`src/rtl/fifo_pkt_arb_pkg.sv`:
```
// Shared types for the two-source packet arbiter: FSM states, grant codes
// and the command count-code decode.
package fifo_arb_pkg;

    typedef enum logic [1:0] {
        ST_IDLE = 2'd0,
        ST_CMD  = 2'd1,
        ST_DATA = 2'd2
    } state_e;

    // One-hot owner codes, also used as grant_o values
    localparam logic [1:0] SRC_NONE = 2'b00;
    localparam logic [1:0] SRC1     = 2'b01;
    localparam logic [1:0] SRC2     = 2'b10;

    // Count code -> number of data words following the command word.
    // Codes outside 1..4 carry no data.
    function automatic logic [3:0] cnt_decode(input logic [2:0] code);
        case (code)
            3'd1:    return 4'd1;
            3'd2:    return 4'd2;
            3'd3:    return 4'd4;
            3'd4:    return 4'd8;
            default: return 4'd0;
        endcase
    endfunction

endpackage

```
`src/rtl/fifo_pkt_arb_if.sv`:
```
// Source-FIFO read side, output-FIFO write side and status of the arbiter.
// master = arbiter, slave = surrounding FIFOs / environment.
interface fifo_pkt_arb_if #(
    parameter int DW = 32
);
    logic [DW-1:0] f1_rd_data_i;
    logic [DW-1:0] f2_rd_data_i;
    logic          f1_empty_i;
    logic          f2_empty_i;
    logic          f1_rd_en_o;
    logic          f2_rd_en_o;
    logic [DW-1:0] wr_data_o;
    logic          wr_en_o;
    logic          full_i;
    logic [1:0]    grant_o;
    logic          busy_o;

    modport master (
        input  f1_rd_data_i, f2_rd_data_i, f1_empty_i, f2_empty_i, full_i,
        output f1_rd_en_o, f2_rd_en_o, wr_data_o, wr_en_o, grant_o, busy_o
    );

    modport slave (
        output f1_rd_data_i, f2_rd_data_i, f1_empty_i, f2_empty_i, full_i,
        input  f1_rd_en_o, f2_rd_en_o, wr_data_o, wr_en_o, grant_o, busy_o
    );
endinterface

```
`src/rtl/fifo_pkt_arb_rr.sv`:
```
// Two-request round-robin picker: on contention the source that did not
// own the last completed packet wins.
module rr_arb2
    import fifo_arb_pkg::*;
(
    input  logic [1:0] req,
    input  logic [1:0] last,
    output logic [1:0] gnt
);

    // Pure combinational one-hot grant
    always_comb begin
        gnt = SRC_NONE;
        case (req)
            2'b01:   gnt = SRC1;
            2'b10:   gnt = SRC2;
            2'b11:   gnt = (last == SRC1) ? SRC2 : SRC1;
            default: gnt = SRC_NONE;
        endcase
    end

endmodule

```
`src/rtl/fifo_pkt_arb.sv`:
```
// Moves whole packets (command word + N data words) from two FWFT source
// FIFOs into one output FIFO, never interleaving packets of the two sources.
module fifo_pkt_arb
    import fifo_arb_pkg::*;
#(
    parameter int DW       = 32,
    parameter int CNTSHIFT = 0,
    parameter int CNTMASK  = 7
) (
    input  logic              clk_i,
    input  logic              rst_i,
    fifo_pkt_arb_if.master    bus
);

    state_e        state_q, state_d;
    logic [1:0]    grant_q, grant_d;
    logic [1:0]    last_q, last_d;
    logic [3:0]    rem_q, rem_d;
    logic [1:0]    arb_gnt;
    logic          src_empty;
    logic          xfer;
    logic [DW-1:0] src_data;
    logic [DW-1:0] code_w;
    logic          code_ok;
    logic [3:0]    pkt_n;

    // Arbitration only matters in IDLE; the registered grant owns the packet
    rr_arb2 u_rr (
        .req  ({~bus.f2_empty_i, ~bus.f1_empty_i}),
        .last (last_q),
        .gnt  (arb_gnt)
    );

    assign src_data = grant_q[1] ? bus.f2_rd_data_i : bus.f1_rd_data_i;

    // Empty flag of the current owner; no owner counts as empty
    always_comb begin
        src_empty = 1'b1;
        case (grant_q)
            SRC1:    src_empty = bus.f1_empty_i;
            SRC2:    src_empty = bus.f2_empty_i;
            default: src_empty = 1'b1;
        endcase
    end

    // Reset gates the transfer so nothing is popped while rst_i is high
    assign xfer = !rst_i && (state_q != ST_IDLE) && !src_empty && !bus.full_i;

    // Count field; any bit above the 3-bit code makes it an unknown code
    assign code_w  = (src_data >> CNTSHIFT) & DW'(CNTMASK);
    assign code_ok = ((code_w >> 3) == '0);
    assign pkt_n   = code_ok ? cnt_decode(code_w[2:0]) : 4'd0;

    assign bus.wr_en_o    = xfer;
    assign bus.wr_data_o  = src_data;
    assign bus.f1_rd_en_o = xfer & grant_q[0];
    assign bus.f2_rd_en_o = xfer & grant_q[1];
    assign bus.grant_o    = grant_q;
    assign bus.busy_o     = (state_q != ST_IDLE);

    // Next-state: grant in IDLE, decode length on the command, count data
    always_comb begin
        state_d = state_q;
        grant_d = grant_q;
        last_d  = last_q;
        rem_d   = rem_q;
        case (state_q)
            ST_IDLE: begin
                if (arb_gnt != SRC_NONE) begin
                    grant_d = arb_gnt;
                    state_d = ST_CMD;
                end
            end
            ST_CMD: begin
                if (xfer) begin
                    if (pkt_n == 4'd0) begin
                        state_d = ST_IDLE;
                        grant_d = SRC_NONE;
                        last_d  = grant_q;
                    end else begin
                        rem_d   = pkt_n;
                        state_d = ST_DATA;
                    end
                end
            end
            ST_DATA: begin
                if (xfer) begin
                    rem_d = rem_q - 4'd1;
                    if (rem_q == 4'd1) begin
                        state_d = ST_IDLE;
                        grant_d = SRC_NONE;
                        last_d  = grant_q;
                    end
                end
            end
            default: begin
                state_d = ST_IDLE;
                grant_d = SRC_NONE;
            end
        endcase
    end

    // State register; last owner resets to source 2 so source 1 wins first
    always_ff @(posedge clk_i) begin
        if (rst_i) begin
            state_q <= ST_IDLE;
            grant_q <= SRC_NONE;
            last_q  <= SRC2;
            rem_q   <= 4'd0;
        end else begin
            state_q <= state_d;
            grant_q <= grant_d;
            last_q  <= last_d;
            rem_q   <= rem_d;
        end
    end

endmodule
```
`src/flat_wrapper.sv`:
```
// flat-port wrapper written by rule: the top's interface ports become plain ports
module fifo_pkt_arb_flat import fifo_arb_pkg::*;
#(
    parameter int DW       = 32,
    parameter int CNTSHIFT = 0,
    parameter int CNTMASK  = 7
)
  (clk_i, rst_i, bus_f1_rd_data_i, bus_f2_rd_data_i, bus_f1_empty_i, bus_f2_empty_i, bus_full_i, bus_f1_rd_en_o, bus_f2_rd_en_o, bus_wr_data_o, bus_wr_en_o, bus_grant_o, bus_busy_o);
  fifo_pkt_arb_if #(.DW(DW)) bus_i ();
  input  logic clk_i;
  input  logic rst_i;
  input wire logic [$bits(bus_i.f1_rd_data_i)-1:0] bus_f1_rd_data_i;
  input wire logic [$bits(bus_i.f2_rd_data_i)-1:0] bus_f2_rd_data_i;
  input wire logic [$bits(bus_i.f1_empty_i)-1:0] bus_f1_empty_i;
  input wire logic [$bits(bus_i.f2_empty_i)-1:0] bus_f2_empty_i;
  input wire logic [$bits(bus_i.full_i)-1:0] bus_full_i;
  output wire logic [$bits(bus_i.f1_rd_en_o)-1:0] bus_f1_rd_en_o;
  output wire logic [$bits(bus_i.f2_rd_en_o)-1:0] bus_f2_rd_en_o;
  output wire logic [$bits(bus_i.wr_data_o)-1:0] bus_wr_data_o;
  output wire logic [$bits(bus_i.wr_en_o)-1:0] bus_wr_en_o;
  output wire logic [$bits(bus_i.grant_o)-1:0] bus_grant_o;
  output wire logic [$bits(bus_i.busy_o)-1:0] bus_busy_o;
  assign bus_i.f1_rd_data_i = bus_f1_rd_data_i;
  assign bus_i.f2_rd_data_i = bus_f2_rd_data_i;
  assign bus_i.f1_empty_i = bus_f1_empty_i;
  assign bus_i.f2_empty_i = bus_f2_empty_i;
  assign bus_i.full_i = bus_full_i;
  assign bus_f1_rd_en_o = bus_i.f1_rd_en_o;
  assign bus_f2_rd_en_o = bus_i.f2_rd_en_o;
  assign bus_wr_data_o = bus_i.wr_data_o;
  assign bus_wr_en_o = bus_i.wr_en_o;
  assign bus_grant_o = bus_i.grant_o;
  assign bus_busy_o = bus_i.busy_o;
  fifo_pkt_arb #(.DW(DW), .CNTSHIFT(CNTSHIFT), .CNTMASK(CNTMASK)) u_core (.clk_i(clk_i), .rst_i(rst_i), .bus(bus_i));
endmodule
```
`config.mk`:
```
export PLATFORM = sky130hd
export DESIGN_NAME = fifo_pkt_arb_flat
export DESIGN_NICKNAME = d
export VERILOG_FILES = /design/src/rtl/fifo_pkt_arb_pkg.sv /design/src/rtl/fifo_pkt_arb_if.sv /design/src/rtl/fifo_pkt_arb_rr.sv /design/src/rtl/fifo_pkt_arb.sv /design/src/flat_wrapper.sv
export SDC_FILE = /design/constraint.sdc
export NUM_CORES = 1
export LEC_CHECK = 0
export ABC_CLOCK_PERIOD_IN_PS = 2500
export BUFFER_PORTS_ARGS = -buffer_cell sky130_fd_sc_hd__buf_2
export CAP_MARGIN = 5
export CORE_AREA = 3 3 61 63
export CTS_CLUSTER_SIZE = 8
export DETAILED_ROUTE_END_ITERATION = 7
export DIE_AREA = 0 0 64 66
export GPL_TIMING_DRIVEN = 0
export HOLD_SLACK_MARGIN = 0.02
export PLACE_DENSITY_LB_ADDON = 0.1
export SYNTH_ARGS = -nofsm -noshare
export SYNTH_HDL_FRONTEND = slang
export SYNTH_SLANG_ARGS = --single-unit
```
`constraint.sdc`:
```
create_clock -name clk_i -period 2.5 [get_ports clk_i]
set_clock_uncertainty 0.2 [all_clocks]
set_input_delay 0.125 -clock clk_i [delete_from_list [all_inputs] [get_ports clk_i]]
set_output_delay 0.125 -clock clk_i [all_outputs]
set_load 0.005 [all_outputs]
```
==> reports/qor.txt <==
Outcome: finished clean
Initial Util: 0.339
Mapped cell area: 1110 sq um
Drt pass-1 iters: 4
Critical Path AT: 1.95 ns
Post-synth ARST share: 0
Hold Crit Depth: 4
Remaining global-route overflow: 0
CP Class: register to output port
Count leader, synth: mux2_2
Synth Flop Type: dfxtp_1
Die width: 64 um
Vias/cell: 4.86
Total number of vias: 1396
Clk_lat worst skew: 0.27 ns
Sequential area share after synthesis: 0.180
Proportion of layout cells with a drive suffix above 1: 0.639
Dpl hpwl: 2860 um
CTS Sinks: 10
Reg-to-reg setup timing slack: 0.33 ns
Initial antenna violation count: 0
Yosys top cell area share: 0.303
Yosys reg bits: 10
Hold Startpoint: bus_f1_empty_i
Worst hold slack: 0.0682 ns
IO Port Bufs: 105
Final Wtd Congestion: 0.780
Total GRT Usage: 0.158
Worst hold endpoint: u_core.bus.grant_o[1]
Antenna-violating nets left: 0
Fmax: 0.440 GHz
Pleak: 0.888 nW
FF-to-FF End: u_core.rem_q[0]
Worst-path clk slew: 0.08 ns
Largest net degree at the start of global routing: 11
Final Power: 0.669 mW
Vias in the first global route: 1284
CTS HTree Levels: 1
Gate Count Post-Synth: 130
Final #Nets: 315
Distinct cells, synth: 41
Die area: 4220 sq um
Slew HR: 0.668
RSZ-0062 raised after global routing: no
Die H: 66 um
Final hold violations: 0
Root buf cell: clkbuf_4
Synth top area cells: mux2_2 (30%), dfxtp_1 (18%), a21oi_1 (4.5%)
PostCTS Resize Cnt: 0
CP Launch Type: register
Ys Warns: 0
Max Fanout on Critical Path: 10
Worst r2r src: u_core.bus.grant_o[1]
DR iter-0 viols: 55
Worst min path class: input port to register
TritonCTS Buffers: 3
Maximum clock path buffer count: 2
Top cells by count, synth: mux2_2 (30), nand2_1 (11), a21oi_1 (10), dfxtp_1 (10), nor2_1 (9)
Leading area contributor after synthesis: mux2_2
Worst Setup SP: u_core.bus.grant_o[1]
Time the worst path needs with I/O delays and setup: 2.27 ns
Pwr per Cell Area: 381 nW/um^2
Top-Level Pins: 107
Syn_area_per_cell: 8.58 sq um
Final setup fails: 0
CP required: 2.17 ns
Finished Core Util: 0.534
Max cap viols: 0
Setup TNS: 0 ns
Core Box Area: 3280 sq um
Residual DRC: 0
Final period util: 0.909
Worst slew pin tran: 0.498 ns
Syn nets: 203
Hold_buf cts: 2
CP Capture Type: output port
Wire per inst: 11.9 um
Max Transition Viols Final: 0
Setup bufs post-CTS: 0
Number of cell rows: 21
Ant. Diodes: 0
WL final: 3430 um
TritonCTS clock tree: built
Length in cells of the worst reg-to-reg path: 8
First-pass GRT wire length: 5510 um
Area Growth Syn to Fin: 57.4%
Post-synth EDFFs: 0
Worst IR Drop VDD: 0.000267 V
## power breakdown
part / leakage, nW / internal (mW) / switching (mW)
registers: 0.0815 / 0.172 / 0.0145
clock network: 0.0210 / 0.0884 / 0.0610
logic: 0.785 / 0.179 / 0.155
## worst max-delay path by stage
stage | cells past startpoint | endpoint
finish | 4 | bus_wr_data_o[28]
global route | 4 | bus_wr_data_o[28]
CTS | 4 | bus_wr_data_o[28]
detailed placement | 8 | u_core.rem_q[0]
global placement | 8 | u_core.rem_q[0]
floorplan | 8 | u_core.rem_q[0]
## state kept, by name (all words and copies together), names as in the netlist
| signal | count |
|---|---|
| u_core.bus.grant_o | 2 |
| u_core.last_q | 2 |
| u_core.rem_q | 4 |
| u_core.state_q | 2 |
## per-stage QoR
step                worst slack (ns)  area [sq um]  std cells
floorplan                      0.481          1110        130
global placement               0.273          1700        281
detailed placement             0.315          1700        281
CTS                            0.169          1750        287
global route                  0.0826          1750        287
finish                         0.227          1750        287
## layer usage
metal	vias to the layer above	track usage	wire, um
met5	-	0	0
met4	0	0.0323	21
met3	2	0.0357	406
met2	82	0.249	1440
met1	613	0.219	1560
li1	699	-	-
## cell usage in the layout, fill, tap and decap left out, types with 2 or more instances in the layout
master	netlist	layout
buf_2	4	109
mux2_2	30	30
nand2_1	11	11
a21oi_1	10	10
dfxtp_1	10	10
nor2_1	9	9
inv_1	8	8
nor3_1	4	4
o21ai_0	4	4
ha_1	4	4
mux2i_1	3	3
clkbuf_4	0	3
or3_1	2	2
nand2b_1	2	2
xnor2_1	2	2
dlygate4sd3_1	0	2
## cell families after synthesis
logic type	share of synthesized area
flops	0.180
fa+ha+maj	0.0449
simple gates	0.171
xor+xnor	0.0236
compound gates	0.195
buf+inv	0.0561
mux	0.330
## critical path: stages (launching register included)
cell and delay (ns):
dfxtp_1 0.47, buf_2 0.27, buf_1 0.43, mux2_2 0.39
buf_2 0.13
## area by class of cell
class | count | area [sq um]
clock buffers | 4 | 36.3
inverters | 9 | 33.8
well taps | 46 | 57.6
flip-flops and latches | 10 | 200
repair buffers | 107 | 546
multi-input cells | 105 | 852
plain buffers | 6 | 28.8
fillers | 327 | 1530
Note: power is estimated with default switching activity, not from simulation.
